==> src/rtl/uart_pkg.sv <==
// uart_pkg
//   Shared definitions for the UART receive controller slice.
//   - state_t     : controller states (OFF, CRST, RUN, RECONF)
//   - CRST_CYCLES : number of cycles the core reset is held on each (re)start
//   - PRESCALE_W  : width of the prescale configuration bus
package uart_pkg;

  localparam int PRESCALE_W  = 16;
  localparam int CRST_CYCLES = 2;

  typedef enum logic [1:0] {
    ST_OFF    = 2'd0,
    ST_CRST   = 2'd1,
    ST_RUN    = 2'd2,
    ST_RECONF = 2'd3
  } state_t;

endpackage

==> src/rtl/uart_sync_fifo.sv <==
// uart_sync_fifo
//   Synchronous FIFO with a registered head. Pushed data becomes visible on
//   o_data one cycle after the push edge (no fall-through). A push into a
//   full FIFO is accepted when a pop happens in the same cycle.
// Ports
//   clk, rst  : clock, asynchronous active-high reset
//   i_flush   : synchronous flush; empties the FIFO and blocks any push
//   i_push    : write request, i_data is the written word
//   i_pop     : read request; ignored when empty
//   o_data    : registered head word, stable while not popped
//   o_valid   : FIFO non-empty
//   o_full    : FIFO holds DEPTH words
module uart_sync_fifo #(
  parameter int WIDTH = 8,
  parameter int DEPTH = 4
) (
  input  logic             clk,
  input  logic             rst,
  input  logic             i_flush,
  input  logic             i_push,
  input  logic [WIDTH-1:0] i_data,
  input  logic             i_pop,
  output logic [WIDTH-1:0] o_data,
  output logic             o_valid,
  output logic             o_full
);

  localparam int AW = $clog2(DEPTH);
  localparam logic [AW:0] FULL_CNT = (AW + 1)'(DEPTH);

  logic [WIDTH-1:0] r_mem [DEPTH];
  logic [AW-1:0]    r_wr_ptr;
  logic [AW-1:0]    r_rd_ptr;
  logic [AW:0]      r_count;
  logic [WIDTH-1:0] r_head;

  logic             w_pop;
  logic             w_push;
  logic [AW-1:0]    w_rd_next;
  logic [AW:0]      w_count_next;
  logic [WIDTH-1:0] w_head_next;

  assign w_pop  = i_pop && (r_count != '0) && !i_flush;
  assign w_push = i_push && !i_flush && ((r_count != FULL_CNT) || w_pop);

  assign w_rd_next = w_pop ? AW'(r_rd_ptr + 1'b1) : r_rd_ptr;

  always_comb begin
    w_count_next = r_count;
    case ({w_push, w_pop})
      2'b10:   w_count_next = r_count + 1'b1;
      2'b01:   w_count_next = r_count - 1'b1;
      default: w_count_next = r_count;
    endcase
  end

  // Registered read of the next head entry. The slot being written this
  // cycle is not yet in r_mem, so it is bypassed from i_data when it is the
  // one that becomes the head (empty FIFO, or last entry popped).
  always_comb begin
    w_head_next = r_head;
    if (w_count_next != '0) begin
      if (w_push && (r_wr_ptr == w_rd_next)) begin
        w_head_next = i_data;
      end else begin
        w_head_next = r_mem[w_rd_next];
      end
    end
  end

  always_ff @(posedge clk) begin
    if (w_push) begin
      r_mem[r_wr_ptr] <= i_data;
    end
  end

  always_ff @(posedge clk or posedge rst) begin
    if (rst) begin
      r_wr_ptr <= '0;
      r_rd_ptr <= '0;
      r_count  <= '0;
      r_head   <= '0;
    end else if (i_flush) begin
      r_wr_ptr <= '0;
      r_rd_ptr <= '0;
      r_count  <= '0;
      r_head   <= '0;
    end else begin
      if (w_push) begin
        r_wr_ptr <= AW'(r_wr_ptr + 1'b1);
      end
      r_rd_ptr <= w_rd_next;
      r_count  <= w_count_next;
      r_head   <= w_head_next;
    end
  end

  assign o_data  = r_head;
  assign o_valid = (r_count != '0);
  assign o_full  = (r_count == FULL_CNT);

endmodule

==> src/rtl/uart_rx_ctrl.sv <==
// uart_rx_ctrl
//   Controller between a UART receive core and downstream consumers. Owns
//   the core reset and prescale, restarts the core safely (never mid-frame)
//   on a prescale change or frame-error re-arm, buffers received bytes in a
//   small FIFO (the core is never back-pressured) and keeps sticky
//   overrun/frame-error status and a saturating drop counter.
// Ports
//   clk, rst             : clock, asynchronous active-high reset
//   cfg_enable           : receiver enable level; low forces OFF next cycle
//   cfg_prescale         : requested prescale
//   status_clear         : pulse clearing overrun, frame_error, drop_count
//   rx_rst, rx_prescale  : reset and prescale driven to the core
//   rx_tdata/tvalid/tready, rx_busy, rx_frame_error : core interface
//   m_axis_tdata/tvalid/tready : FIFO output stream
//   overrun, frame_error, drop_count : status
module uart_rx_ctrl
  import uart_pkg::*;
#(
  parameter int DATA_WIDTH = 8,
  parameter int FIFO_DEPTH = 4,
  parameter int CNT_WIDTH  = 8
) (
  input  logic                  clk,
  input  logic                  rst,
  input  logic                  cfg_enable,
  input  logic [PRESCALE_W-1:0] cfg_prescale,
  input  logic                  status_clear,
  output logic                  rx_rst,
  output logic [PRESCALE_W-1:0] rx_prescale,
  input  logic [DATA_WIDTH-1:0] rx_tdata,
  input  logic                  rx_tvalid,
  output logic                  rx_tready,
  input  logic                  rx_busy,
  input  logic                  rx_frame_error,
  output logic [DATA_WIDTH-1:0] m_axis_tdata,
  output logic                  m_axis_tvalid,
  input  logic                  m_axis_tready,
  output logic                  overrun,
  output logic                  frame_error,
  output logic [CNT_WIDTH-1:0]  drop_count
);

  localparam logic [1:0] CRST_LAST = 2'(CRST_CYCLES - 1);

  state_t                r_state;
  state_t                w_state_next;
  logic [1:0]            r_crst_cnt;
  logic [PRESCALE_W-1:0] r_rx_prescale;
  logic                  r_fe_d;
  logic                  r_overrun;
  logic                  r_frame_error;
  logic [CNT_WIDTH-1:0]  r_drop_count;

  logic w_rx_rst;
  logic w_rx_tready;
  logic w_beat;
  logic w_pop;
  logic w_full;
  logic w_drop;
  logic w_flush;
  logic w_fe_rise;

  assign w_rx_rst    = (r_state == ST_OFF) || (r_state == ST_CRST);
  assign w_rx_tready = (r_state == ST_RUN) || (r_state == ST_RECONF);
  assign w_beat      = rx_tvalid && w_rx_tready;
  assign w_pop       = m_axis_tvalid && m_axis_tready;
  assign w_drop      = w_beat && w_full && !w_pop;
  // Flushing already on the disabling edge makes m_axis_tvalid drop in the
  // same cycle the controller lands in OFF.
  assign w_flush     = (r_state == ST_OFF) || !cfg_enable;

  always_comb begin
    w_state_next = r_state;
    case (r_state)
      ST_OFF: begin
        if (cfg_enable) w_state_next = ST_CRST;
      end
      ST_CRST: begin
        if (r_crst_cnt == CRST_LAST) w_state_next = ST_RUN;
      end
      ST_RUN: begin
        if ((cfg_prescale != r_rx_prescale) || (status_clear && rx_frame_error)) begin
          w_state_next = ST_RECONF;
        end
      end
      ST_RECONF: begin
        // Restart only between frames and with no byte in flight.
        if (!rx_busy && !rx_tvalid) w_state_next = ST_CRST;
      end
      default: w_state_next = ST_OFF;
    endcase
    if (!cfg_enable) w_state_next = ST_OFF;
  end

  always_ff @(posedge clk or posedge rst) begin
    if (rst) begin
      r_state       <= ST_OFF;
      r_crst_cnt    <= '0;
      r_rx_prescale <= '0;
    end else begin
      r_state <= w_state_next;
      if ((r_state == ST_CRST) && (w_state_next == ST_CRST)) begin
        r_crst_cnt <= 2'(r_crst_cnt + 1'b1);
      end else begin
        r_crst_cnt <= '0;
      end
      if ((w_state_next == ST_CRST) && (r_state != ST_CRST)) begin
        r_rx_prescale <= cfg_prescale;
      end
    end
  end

  // Edge detect on the core flag; held low while the core is in reset so
  // the flag clearing/reasserting across a core reset reads as a fresh edge.
  assign w_fe_rise = rx_frame_error && !r_fe_d && !w_rx_rst;

  always_ff @(posedge clk or posedge rst) begin
    if (rst) begin
      r_fe_d        <= 1'b0;
      r_overrun     <= 1'b0;
      r_frame_error <= 1'b0;
      r_drop_count  <= '0;
    end else begin
      r_fe_d <= w_rx_rst ? 1'b0 : rx_frame_error;

      // A set event in the same cycle as status_clear wins.
      if (w_fe_rise) begin
        r_frame_error <= 1'b1;
      end else if (status_clear) begin
        r_frame_error <= 1'b0;
      end

      if (w_drop) begin
        r_overrun <= 1'b1;
      end else if (status_clear) begin
        r_overrun <= 1'b0;
      end

      if (w_drop) begin
        if (status_clear) begin
          r_drop_count <= CNT_WIDTH'(1);
        end else if (!(&r_drop_count)) begin
          r_drop_count <= r_drop_count + 1'b1;
        end
      end else if (status_clear) begin
        r_drop_count <= '0;
      end
    end
  end

  uart_sync_fifo #(
    .WIDTH (DATA_WIDTH),
    .DEPTH (FIFO_DEPTH)
  ) u_fifo (
    .clk     (clk),
    .rst     (rst),
    .i_flush (w_flush),
    .i_push  (w_beat),
    .i_data  (rx_tdata),
    .i_pop   (m_axis_tready),
    .o_data  (m_axis_tdata),
    .o_valid (m_axis_tvalid),
    .o_full  (w_full)
  );

  assign rx_rst      = w_rx_rst;
  assign rx_tready   = w_rx_tready;
  assign rx_prescale = r_rx_prescale;
  assign overrun     = r_overrun;
  assign frame_error = r_frame_error;
  assign drop_count  = r_drop_count;

endmodule

==> config.mk <==
export PLATFORM = sky130hd
export DESIGN_NAME = uart_rx_ctrl
export DESIGN_NICKNAME = d
export VERILOG_FILES = /design/src/rtl/uart_pkg.sv /design/src/rtl/uart_sync_fifo.sv /design/src/rtl/uart_rx_ctrl.sv
export SDC_FILE = /design/constraint.sdc
export NUM_CORES = 1
export LEC_CHECK = 0
export BUFFER_PORTS_ARGS = -buffer_cell sky130_fd_sc_hd__buf_2
export CAP_MARGIN = 20
export CORE_MARGIN = 2
export CORE_UTILIZATION = 30
export CTS_CLUSTER_SIZE = 10
export DETAILED_ROUTE_END_ITERATION = 8
export GPL_TIMING_DRIVEN = 0
export SKIP_LAST_GASP = 1
export SLEW_MARGIN = 20
export SYNTH_ARGS = -nofsm -noshare
export SYNTH_HDL_FRONTEND = slang
export SYNTH_SLANG_ARGS = --single-unit
==> constraint.sdc <==
create_clock -name clk -period 3.55 [get_ports clk]
set_clock_uncertainty 0.15 [all_clocks]
set_input_delay 0 -clock clk [delete_from_list [all_inputs] [get_ports clk]]
set_output_delay 0 -clock clk [all_outputs]
set_load 0.005 [all_outputs]
==> results of run 1 <==
worst reg2reg max path, delay by kind of cell (launching register included):
kind / cells / cell delay, ns
AO/OA/AOI/OAI: 4 / 1.04
adder cells (fa/ha/maj): 2 / 0.56
buffers and inverters: 4 / 0.54
AND/OR/NAND/NOR: 3 / 0.36
flip-flops: 1 / 0.35
XOR/XNOR: 1 / 0.16
per-layer routing:
metal / part of all wire / up-vias / routed length, um / GRT usage
li1: - / 1518 / - / -
met1: 0.45 / 1580 / 4580 / 0.192
met2: 0.50 / 72 / 5130 / 0.240
met3: 0.033 / 17 / 339 / 0.0217
met4: 0.023 / 0 / 238 / 0.0763
met5: 0 / - / 0 / 0
kinds of logic (layout without fill, tap and decap cells):
kind of cell | Yosys count | in the layout
simple gates | 111 | 111
flops | 78 | 78
compound gates | 64 | 64
buf+inv | 41 | 157
xor+xnor | 26 | 26
mux | 20 | 20
fa+ha+maj | 8 | 8
timing repair:
item / CTS / global route
resized for setup: 0 / 2
hold buffers: 29 / 0
pin swaps: 0 / 2
buffers inserted: 0 / 4
endpoints found under the setup margin: 7 / 8
endpoints found under the hold margin: 115 / 0
cell usage in the layout, fill, tap and decap left out, types with 4 or more instances in the layout:
cell and instances:
buf_2 73, dfrtp_1 46, edfxtp_1 32, dlygate4sd3_1 29, and3_1 24, inv_1 21
nand2_1 19, xor2_1 18, a211oi_1 18, mux2_2 16, nor2_1 15, clkbuf_16 10
clkbuf_1 8, xnor2_1 8, nand3_1 7, o21ai_0 7, nor3_1 7, a2111oi_0 7
o221ai_2 7, ha_1 7, or4_1 6, and2_1 5, nand4_1 5, buf_4 5
nor4_1 5, nor2b_1 4, or3_1 4, clkbuf_8 4
through the flow:
step | worst slack [ns] | hold WS (ns) | instances
finish | 0.312 | 0.0311 | 640
global route | 0.0631 | 0.0640 | 640
CTS | 0.0601 | 0.0142 | 636
detailed placement | -0.0590 | -0.0963 | 592
global placement | 0.0108 | 0.0793 | 591
floorplan | 0.383 | -0.0511 | 348
registers in the layout (all words and copies together) (netlist names):
register,cells
overrun,1
u_fifo.r_mem,32
frame_error,1
u_fifo.o_data,8
u_fifo.r_wr_ptr,2
r_crst_cnt,2
r_fe_d,1
u_fifo.r_count,3
drop_count,8
u_fifo.r_rd_ptr,2
rx_prescale,16
r_state,2
how the worst max path moves through the flow:
| stage | startpoint | endpoint | slack, ns | depth (start not counted) |
|---|---|---|---|---|
| after floorplan | u_fifo.r_count[0]$_DFF_PP0_ | u_fifo.o_data[6]$_DFFE_PP0P_ | 0.38 | 14 |
| final | r_state[1]$_DFF_PP0_ | u_fifo.o_data[2]$_DFFE_PP0P_ | 0.31 | 14 |
| after detailed placement | r_state[1]$_DFF_PP0_ | u_fifo.o_data[7]$_DFFE_PP0P_ | -0.06 | 15 |
| after global placement | r_state[1]$_DFF_PP0_ | u_fifo.o_data[6]$_DFFE_PP0P_ | 0.01 | 15 |
| after CTS | r_state[1]$_DFF_PP0_ | u_fifo.o_data[7]$_DFFE_PP0P_ | 0.06 | 14 |
| after global routing | r_state[1]$_DFF_PP0_ | u_fifo.o_data[2]$_DFFE_PP0P_ | 0.06 | 14 |
where the power goes:
part | switching, mW | total [mW] | internal [mW]
Combinational | 0.115 | 0.241 | 0.126
Sequential | 0.0343 | 1.02 | 0.982
Clock | 0.364 | 0.955 | 0.590
Total | 0.513 | 2.21 | 1.70
layout make-up:
cell class	instances	area (um2)
buffer	18	101
clock buffer	14	305
clock inverter	2	10.0
fill	1298	7950
inverter	22	82.6
multi-input combinational	229	1780
sequential	78	2110
tap	176	220
timing repair buffer	101	676
==> flow_metrics.py, run 1 <==
metrics = {
    "final_layout": {
        "antennaDiodeCount": 0,
        "nets": 499,
        "post-route-cell-area_um2": 5290,
        "drive_gt1_frac": 0.293,
        "final_util": 0.399,
        "area_delta_synth_final_pct": 29.7,
    },
    "cts": {
        "clk_pin_slew_ns": 0.06,
        "clock-sinks": 78,
        "cts_buffers": 9,
        "cts_root_buf": "clkbuf_16",
        "htree_levels": 3,
        "cts_buffer_depth": 2,
        "clkLatencyLatePin_ns": 0.35,
        "cts_tree": "built",
    },
    "floorplan": {
        "die_h_um": 121,
        "fp.dieW_um": 121,
        "ios": 69,
        "rows": 42,
        "die-area_um2": 14500,
        "coreArea_um2": 13200,
        "initial_core_util": 0.308,
    },
    "synthesis": {
        "syn_avg_cell_area_um2": 11.7,
        "yosysSeqAreaShare": 0.518,
        "synth.distinct_cells": 57,
        "synth-xor-area-share": 0.0558,
        "synthTopCellsByArea": "dfrtp_1, edfxtp_1, mux2_2",
        "synth.most_common_cell": "dfrtp_1",
        "synthArstFlopShare": 0.590,
        "synth-seq-cells": 78,
        "netlist_area_um2": 4080,
        "synth.net_count": 388,
        "synthCells": 348,
        "synth_top_area_frac": 0.282,
        "ys.flop_type": "dfrtp_1",
        "yosys.area_share.simple": 0.152,
        "yosys-top-cells-count": "dfrtp_1, edfxtp_1, and3_1, inv_1, nand2_1",
        "synth_area_leader_cell": "dfrtp_1",
        "synthAdderAreaFrac": 0.0264,
        "synth_edf_count": 32,
        "muxShareOfSynthArea": 0.0601,
        "synth_top_family_by_area": "simple AND/OR/NAND/NOR gates",
        "synth_compound_area_frac": 0.141,
        "yosys_warnings": 0,
    },
    "setup_path": {
        "critical-path-top-delay-family": "compound AO/OA/AOI/OAI gates",
        "reg2reg_from": "r_state[1]$_DFF_PP0_",
        "critPathRequiredTime_ns": 3.67,
        "arrival_ns": 3.36,
        "r2r_setup_slack_ns": 0.31,
        "cp_cell_sequence": "buf_2, o21a_2, buf_2, a21oi_1, nor2_2, inv_1, ha_1, inv_1, fa_1, xor2_1, nor3_1, nor2b_1, a211o_4, o211ai_2",
        "cpMaxStageDelayCell": "a211o_4",
        "cp-end-kind": "flop",
        "crit_buf_inv": 4,
        "worstPathMaxFanout": 10,
        "start_kind": "flop",
        "worstRegToRegCells": 14,
        "worstSetupPathType": "reg2reg",
        "timing.rr.end": "u_fifo.o_data[2]$_DFFE_PP0P_",
        "cpPeakStageDelay_ns": 0.41,
    },
    "grt": {
        "grt_max_degree": 29,
        "antenna_found_initial": 0,
        "grt_usage": 0.148,
        "grt.overflow.total": 0,
        "grt_pass1_vias": 3304,
        "grt_pass1_wl_mm": 16.9,
    },
    "power": {
        "peakVddDrop_uv": 192,
        "finalPower_mw": 2.21,
        "p_per_area_nw_per_um2": 418,
        "cellLeakagePower_nw": 2.27,
    },
    "hold_path": {
        "worstHoldEndpoint": "overrun$_DFFE_PP0P_",
        "hp-class": "in2reg",
        "worstHoldStart": "rx_tvalid",
        "whs_path_depth": 3,
    },
    "routing": {
        "dr.pass1.iters": 4,
        "viasPerCell": 4.98,
        "first_iter_violations": 141,
        "wirelength_mm": 10.3,
        "ant_nets": 0,
        "drc": 0,
        "routedWlPerCell_um": 16.1,
        "vias": 3187,
    },
    "place": {
        "post_dp_cell_area_um2": 4650,
        "hpwl_mm": 7.29,
        "io_buffers": 67,
        "routabilityCongestion": 0.855,
    },
    "outcome": {
        "status": "completed",
    },
    "timing": {
        "tns_ns": 0,
        "fin_crit_ns": 3.24,
        "slew_violations": 0,
        "slew_headroom": 0.487,
        "final-setup-viol-count": 0,
        "hold_viol_final": 0,
        "rsz0062_at_grt": "no",
        "max_freq_ghz": 0.309,
        "period_share": 0.912,
        "worstMarginPinSlew_ns": 0.769,
    },
    "job": {
        "maxCapViolCount": 0,
    },
}
(Power assumes the default switching activity.)
==> inputs of run 2 (changes only) <==
--- a/config.mk
+++ b/config.mk
@@ -7,6 +7,7 @@
 export LEC_CHECK = 0
 export BUFFER_PORTS_ARGS = -buffer_cell sky130_fd_sc_hd__buf_2
 export CAP_MARGIN = 20
+export CORE_ASPECT_RATIO = 0.7
 export CORE_MARGIN = 2
 export CORE_UTILIZATION = 30
 export CTS_CLUSTER_SIZE = 10
==> run 2 against run 1 <==
Compared with the run above: register-to-register slack got worse by 0.04 ns; utilization is 0.16 points lower; combinational power about the same; final cell count grew 0.94%; clock-buffer cell count down 5; critical path depth unchanged; largest cell class unchanged; global-route usage grew 0.16 points; non-clock buffer count fell by 3; flip-flop and latch count unchanged.
==> flow_metrics.py, run 2 (synthesis results as in run 1) <==
metrics = {
    "setup_path": {
        "worstRegToRegCells": 14,
        "critPathRequiredTime_ns": 3.66,
        "cp-endpoint": "u_fifo.o_data[2]$_DFFE_PP0P_",
        "cp_cell_sequence": "buf_2, o21a_2, buf_2, a21oi_1, nor2_2, inv_1, ha_1, inv_1, fa_1, xor2_1, o21ai_0, nor2b_1, a211o_4, o211ai_2",
        "crit_buf_inv": 4,
        "cpMaxStageDelayCell": "a211o_4",
        "r2r_setup_slack_ns": 0.27,
        "path_depth": 14,
        "start_kind": "flop",
        "worstPathMaxFanout": 10,
        "timing.rr.end": "u_fifo.o_data[2]$_DFFE_PP0P_",
        "cp-end-kind": "flop",
        "critical-path-top-delay-family": "compound AO/OA/AOI/OAI gates",
        "arrival_ns": 3.39,
        "reg2reg_from": "r_state[1]$_DFF_PP0_",
        "cpPeakStageDelay_ns": 0.41,
        "worstSetupPathType": "reg2reg",
        "startpoint": "r_state[1]$_DFF_PP0_",
    },
    "routing": {
        "routedWlPerCell_um": 16.2,
        "wirelength_mm": 10.5,
        "viasPerCell": 5.00,
        "drc": 0,
        "ant_nets": 0,
        "first_iter_violations": 194,
        "vias": 3229,
        "dr.pass1.iters": 4,
    },
    "timing": {
        "worstMarginPinSlew_ns": 0.736,
        "slew_violations": 0,
        "hold_viol_final": 0,
        "max_freq_ghz": 0.305,
        "period_share": 0.925,
        "final-setup-viol-count": 0,
        "rsz0062_at_grt": "no",
        "fin_crit_ns": 3.28,
        "slew_headroom": 0.509,
        "tns_ns": 0,
    },
    "final_layout": {
        "nets": 496,
        "final_common_cell": "buf_2",
        "drive_gt1_frac": 0.286,
        "antennaDiodeCount": 0,
        "area_delta_synth_final_pct": 29.0,
        "mostFrequentLayoutCells": "buf_2, dfrtp_1, edfxtp_1",
        "multi_input_area_um2": 1780,
        "largest_reg_flops": 32,
        "post-route-cell-area_um2": 5260,
        "fill_cells": 1283,
        "regMostFlops": "u_fifo.r_mem",
        "final_util": 0.398,
        "seq_area_um2": 2110,
    },
    "grt": {
        "grt_pass1_wl_mm": 16.8,
        "grt.overflow.total": 0,
        "grt_pass1_vias": 3244,
        "antenna_found_initial": 0,
        "grt_max_degree": 31,
        "grt_usage": 0.149,
    },
    "power": {
        "comb_power_share": 0.111,
        "clock_power_share": 0.423,
        "p_per_area_nw_per_um2": 414,
        "cellLeakagePower_nw": 2.23,
        "power_frac_seq": 0.466,
        "intPower_mw": 1.65,
        "finalPower_mw": 2.18,
        "power_switching_uw": 528,
        "switching_share": 0.242,
        "peakVddDrop_uv": 219,
    },
    "cts": {
        "clk_pin_slew_ns": 0.06,
        "cts_root_buf": "clkbuf_16",
        "cts_tree": "built",
        "clkLatencyLatePin_ns": 0.34,
        "cts_buffers": 9,
        "cts_buffer_depth": 2,
        "clock-sinks": 78,
        "htree_levels": 3,
    },
    "hold_path": {
        "hp-class": "in2async",
    },
    "floorplan": {
        "coreArea_um2": 13200,
        "die_h_um": 102,
        "die-area_um2": 14600,
        "fp.dieW_um": 143,
        "ios": 69,
        "rows": 35,
        "initial_core_util": 0.308,
    },
    "place": {
        "hpwl_mm": 7.55,
        "post_dp_cell_area_um2": 4670,
        "io_buffers": 67,
        "routabilityCongestion": 0.811,
    },
    "job": {
        "maxCapViolCount": 0,
    },
    "outcome": {
        "status": "completed",
    },
}
[run 2: power by group through the flow]
stage	logic (mW)	registers, mW	clock network, mW
after detailed placement	0.214	1.03	0
after global routing	0.267	1.02	0.980
final	0.242	1.02	0.921
after global placement	0.207	1.03	0
after floorplan	0.111	1.03	0
after CTS	0.239	1.02	0.943
[run 2: worst min path at each step]
stage,depth (start not counted),slack [ns],endpoint,startpoint
floorplan,0,-0.05,u_fifo.r_mem[0][0]$_DFFE_PP_,rx_tdata[0]
global placement,1,0.08,u_fifo.r_mem[2][4]$_DFFE_PP_,rx_tdata[4]
detailed placement,2,-0.14,rx_prescale[2]$_DFFE_PP0P_,rst
CTS,3,0.03,overrun$_DFFE_PP0P_,rx_tvalid
global route,3,0.05,overrun$_DFFE_PP0P_,rx_tvalid
finish,3,0.04,rx_prescale[2]$_DFFE_PP0P_,rst
[run 2: area by class of cell]
type,count,area share
flip-flops and latches,78,0.401
clock inverters,7,0.0140
well taps,185,0.0440
inverters,22,0.0157
multi-input cells,229,0.339
plain buffers,18,0.0193
repair buffers,98,0.124
clock buffers,9,0.0428
[run 2: through the flow]
step / setup slack [ns] / hold WS, ns / cells
floorplan: 0.383 / -0.0511 / 348
global placement: 0.0503 / 0.0805 / 600
detailed placement: -0.0320 / -0.140 / 601
CTS: 0.0585 / 0.0331 / 645
global route: 0.0752 / 0.0530 / 646
finish: 0.268 / 0.0449 / 646
[run 2: repair_timing]
action	in CTS	in global routing
resized for setup	0	2
hold buffers	29	0
buffers inserted	0	1
hold endpoints to repair	115	0
pin swaps	0	1
setup endpoints to repair	7	8
[run 2: worst reg2reg max path: cells and delay by family, from the launching register on]
kind | cells | cell delay, ns
XOR/XNOR | 1 | 0.18
AO/OA/AOI/OAI | 5 | 1.16
AND/OR/NAND/NOR | 2 | 0.26
flip-flops | 1 | 0.36
buffers and inverters | 4 | 0.54
adder cells (fa/ha/maj) | 2 | 0.56
[run 2: routing by layer]
layer	track usage	vias up	share of wire
met4	0.0611	0	0.026
met2	0.229	101	0.46
met1	0.207	1599	0.46
li1	-	1507	-
met5	0	-	0
met3	0.0322	22	0.048
==> inputs of run 3 (changes only) <==
--- a/config.mk
+++ b/config.mk
@@ -17,4 +17,5 @@
 export SLEW_MARGIN = 20
 export SYNTH_ARGS = -nofsm -noshare
 export SYNTH_HDL_FRONTEND = slang
+export SYNTH_HIERARCHICAL = 1
 export SYNTH_SLANG_ARGS = --single-unit
==> run 3 against run 2 <==
Compared with the run above: register-to-register slack is essentially flat; clock-buffer cell count grew 3; highest routed layer unchanged; combinational power shrank 2%; worst setup slack gained 0.0083 ns; design area grew 2.2%.
==> flow_metrics.py, run 3 <==
metrics = {
    "timing": {
        "slew_violations": 0,
        "max_freq_ghz": 0.305,
        "final-setup-viol-count": 0,
        "hold_viol_final": 0,
        "slew_headroom": 0.457,
        "rsz0062_at_grt": "no",
        "fin_crit_ns": 3.27,
        "period_share": 0.922,
        "tns_ns": 0,
        "worstMarginPinSlew_ns": 0.812,
    },
    "synthesis": {
        "ys.flop_type": "dfrtp_1",
        "synthCells": 353,
        "synth_top_area_frac": 0.278,
        "yosys.area_share.simple": 0.151,
        "synthArstFlopShare": 0.590,
        "synth.net_count": 392,
        "synth.distinct_cells": 66,
        "synthTopCellsByArea": "dfrtp_1, edfxtp_1, mux4_2",
        "synth_edf_count": 32,
        "netlist_area_um2": 4150,
        "synth_top_family_by_area": "simple AND/OR/NAND/NOR gates",
        "synth.most_common_cell": "dfrtp_1",
        "muxShareOfSynthArea": 0.119,
        "synth-seq-cells": 78,
        "synth_area_leader_cell": "dfrtp_1",
        "synth-xor-area-share": 0.0444,
        "yosysSeqAreaShare": 0.509,
        "yosys-top-cells-count": "dfrtp_1, nor2_1, edfxtp_1, nand2_1, mux2_2",
        "synth_compound_area_frac": 0.110,
        "syn_avg_cell_area_um2": 11.7,
        "synthAdderAreaFrac": 0.0229,
        "yosys_warnings": 6,
    },
    "final_layout": {
        "largest_reg_flops": 32,
        "area_delta_synth_final_pct": 29.7,
        "fin_cells": 653,
        "antennaDiodeCount": 0,
        "drive_gt1_frac": 0.301,
        "seq_area_um2": 2110,
        "nets": 502,
        "mostFrequentLayoutCells": "buf_2, dfrtp_1, nor2_1",
        "fill_cells": 1285,
        "multi_input_area_um2": 1860,
        "regMostFlops": "u_fifo/r_mem",
        "final_common_cell": "buf_2",
    },
    "floorplan": {
        "ios": 69,
        "coreArea_um2": 13300,
        "initial_core_util": 0.311,
        "die_h_um": 102,
        "die-area_um2": 14800,
        "rows": 35,
        "fp.dieW_um": 145,
    },
    "setup_path": {
        "worstPathMaxFanout": 10,
        "cpMaxStageDelayCell": "or3_1",
        "arrival_ns": 3.35,
        "cpPeakStageDelay_ns": 0.40,
        "cp_cell_sequence": "buf_6, o21ai_1, buf_4, buf_2, or3_1, fa_1, nand2b_1, a21oi_1, a31oi_1, o311ai_4, buf_6, nor2_1, a311oi_1",
        "critical-path-top-delay-family": "compound AO/OA/AOI/OAI gates",
        "critPathRequiredTime_ns": 3.63,
        "worstSetupPathType": "reg2reg",
        "crit_top_cell": "buf_6",
        "crit_buf_inv": 4,
        "start_kind": "flop",
        "cp-end-kind": "flop",
    },
    "routing": {
        "wirelength_mm": 9.98,
        "viasPerCell": 4.88,
        "drc": 0,
        "ant_nets": 0,
        "dr.pass1.iters": 4,
        "routedWlPerCell_um": 15.3,
        "vias": 3187,
        "first_iter_violations": 225,
    },
    "cts": {
        "htree_levels": 3,
        "clkLatencyLatePin_ns": 0.33,
        "cts_tree": "built",
        "clock-sinks": 78,
        "cts_buffers": 9,
        "cts_buffer_depth": 2,
        "clk_pin_slew_ns": 0.06,
        "cts_root_buf": "clkbuf_16",
    },
    "grt": {
        "antenna_found_initial": 0,
        "grt_pass1_wl_mm": 16.3,
        "grt_usage": 0.143,
        "grt.overflow.total": 0,
        "grt_max_degree": 32,
        "grt_pass1_vias": 3194,
    },
    "power": {
        "peakVddDrop_uv": 287,
        "p_per_area_nw_per_um2": 426,
        "cellLeakagePower_nw": 2.17,
    },
    "place": {
        "dp.cells": 606,
        "io_buffers": 68,
        "hpwl_mm": 7.01,
        "routabilityCongestion": 0.793,
    },
    "hold_path": {
        "hp-class": "in2reg",
    },
    "job": {
        "maxCapViolCount": 0,
    },
    "outcome": {
        "status": "completed",
    },
}
==> run 3: cell types whose count changed after synthesis, moves of 4 or more <==
cell       delta
a21oi_1       +9
a2111oi_0     -6
o221ai_2      -7
o21ai_0       +4
nor3_1        -5
a311oi_1      +7
or3_1         +7
inv_1         -7
mux4_2       +10
and3_1       -20
a211oi_1     -16
or4_1         -4
nor2_1       +20
==> run 3: stage by stage <==
stage	worst slack [ns]	power [mW]	utilization	hold slack, ns	area, um2
finish	0.276	2.29	0.404	0.0610	5380
global route	0.0787	2.38	0.404	0.0832	5380
CTS	0.0385	2.32	0.402	0.0497	5350
detailed placement	-0.110	1.24	0.354	-0.0233	4720
global placement	-0.0494	1.23	0.354	-0.0338	4720
floorplan	0.431	1.14	-	-0.249	4150
==> run 3: cells by family after synthesis <==
kind of cell | count (synthesis)
and+or+nand+nor | 118
DFF | 78
AOI/OAI and AO/OA | 60
buffers and inverters | 37
muxes | 32
xor gates and xnor gates | 21
adders and majority gates | 7
==> run 3: layout make-up <==
| type | count | area share |
|---|---|---|
| multi-input combinational | 238 | 0.346 |
| clock buffer | 12 | 0.0440 |
| inverter | 15 | 0.0105 |
| tap | 185 | 0.0431 |
| sequential | 78 | 0.393 |
| clock inverter | 4 | 0.0177 |
| buffer | 22 | 0.0256 |
| timing repair buffer | 99 | 0.121 |
==> run 3: final timing paths <==
path                                           start                      endpoint  cells past startpoint  slack (ns)
worst max register to register  r_state[1]$_DFF_PP0_  u_fifo/o_data[0]$_DFFE_PP0P_                     13        0.28
worst min register to register      r_fe_d$_DFF_PP0_       frame_error$_DFFE_PP0P_                      1        0.28
min in group asynchronous                        rst   u_fifo/r_count[1]$_DFF_PP0_                      3        0.16
max in group asynchronous                        rst    rx_prescale[0]$_DFFE_PP0P_                      3        2.65
worst max-delay path            r_state[1]$_DFF_PP0_  u_fifo/o_data[0]$_DFFE_PP0P_                     13        0.28
worst min-delay path                       rx_tvalid     drop_count[7]$_DFFE_PP0P_                      4        0.06
==> run 3: worst register-to-register path, stage by stage, from the launching register on <==
cell and delay [ns]:
dfrtp_1 0.34, buf_6 0.13, o21ai_1 0.10, buf_4 0.20
buf_2 0.20, or3_1 0.40, fa_1 0.40, nand2b_1 0.16
a21oi_1 0.13, a31oi_1 0.09, o311ai_4 0.39, buf_6 0.19
nor2_1 0.05, a311oi_1 0.24
==> run 3: metal layers <==
| metal | share of wire | vias up | GRT usage |
|---|---|---|---|
| li1 | - | 1512 | - |
| met1 | 0.47 | 1598 | 0.195 |
| met2 | 0.47 | 64 | 0.223 |
| met3 | 0.044 | 13 | 0.0398 |
| met4 | 0.014 | 0 | 0.0463 |
| met5 | 0 | - | 0 |
==> run 3: where the power goes <==
part           switching (mW)  internal (mW)
registers              0.0335          0.980
clock network           0.352          0.687
logic                   0.110          0.126
total                   0.496           1.79
==> run 3: repair_timing <==
action	in CTS	in global routing
pin swaps	0	1
endpoints found under the setup margin	8	8
hold buffers	30	0
endpoints found under the hold margin	109	0
gates resized for setup	2	9
buffers inserted	0	1
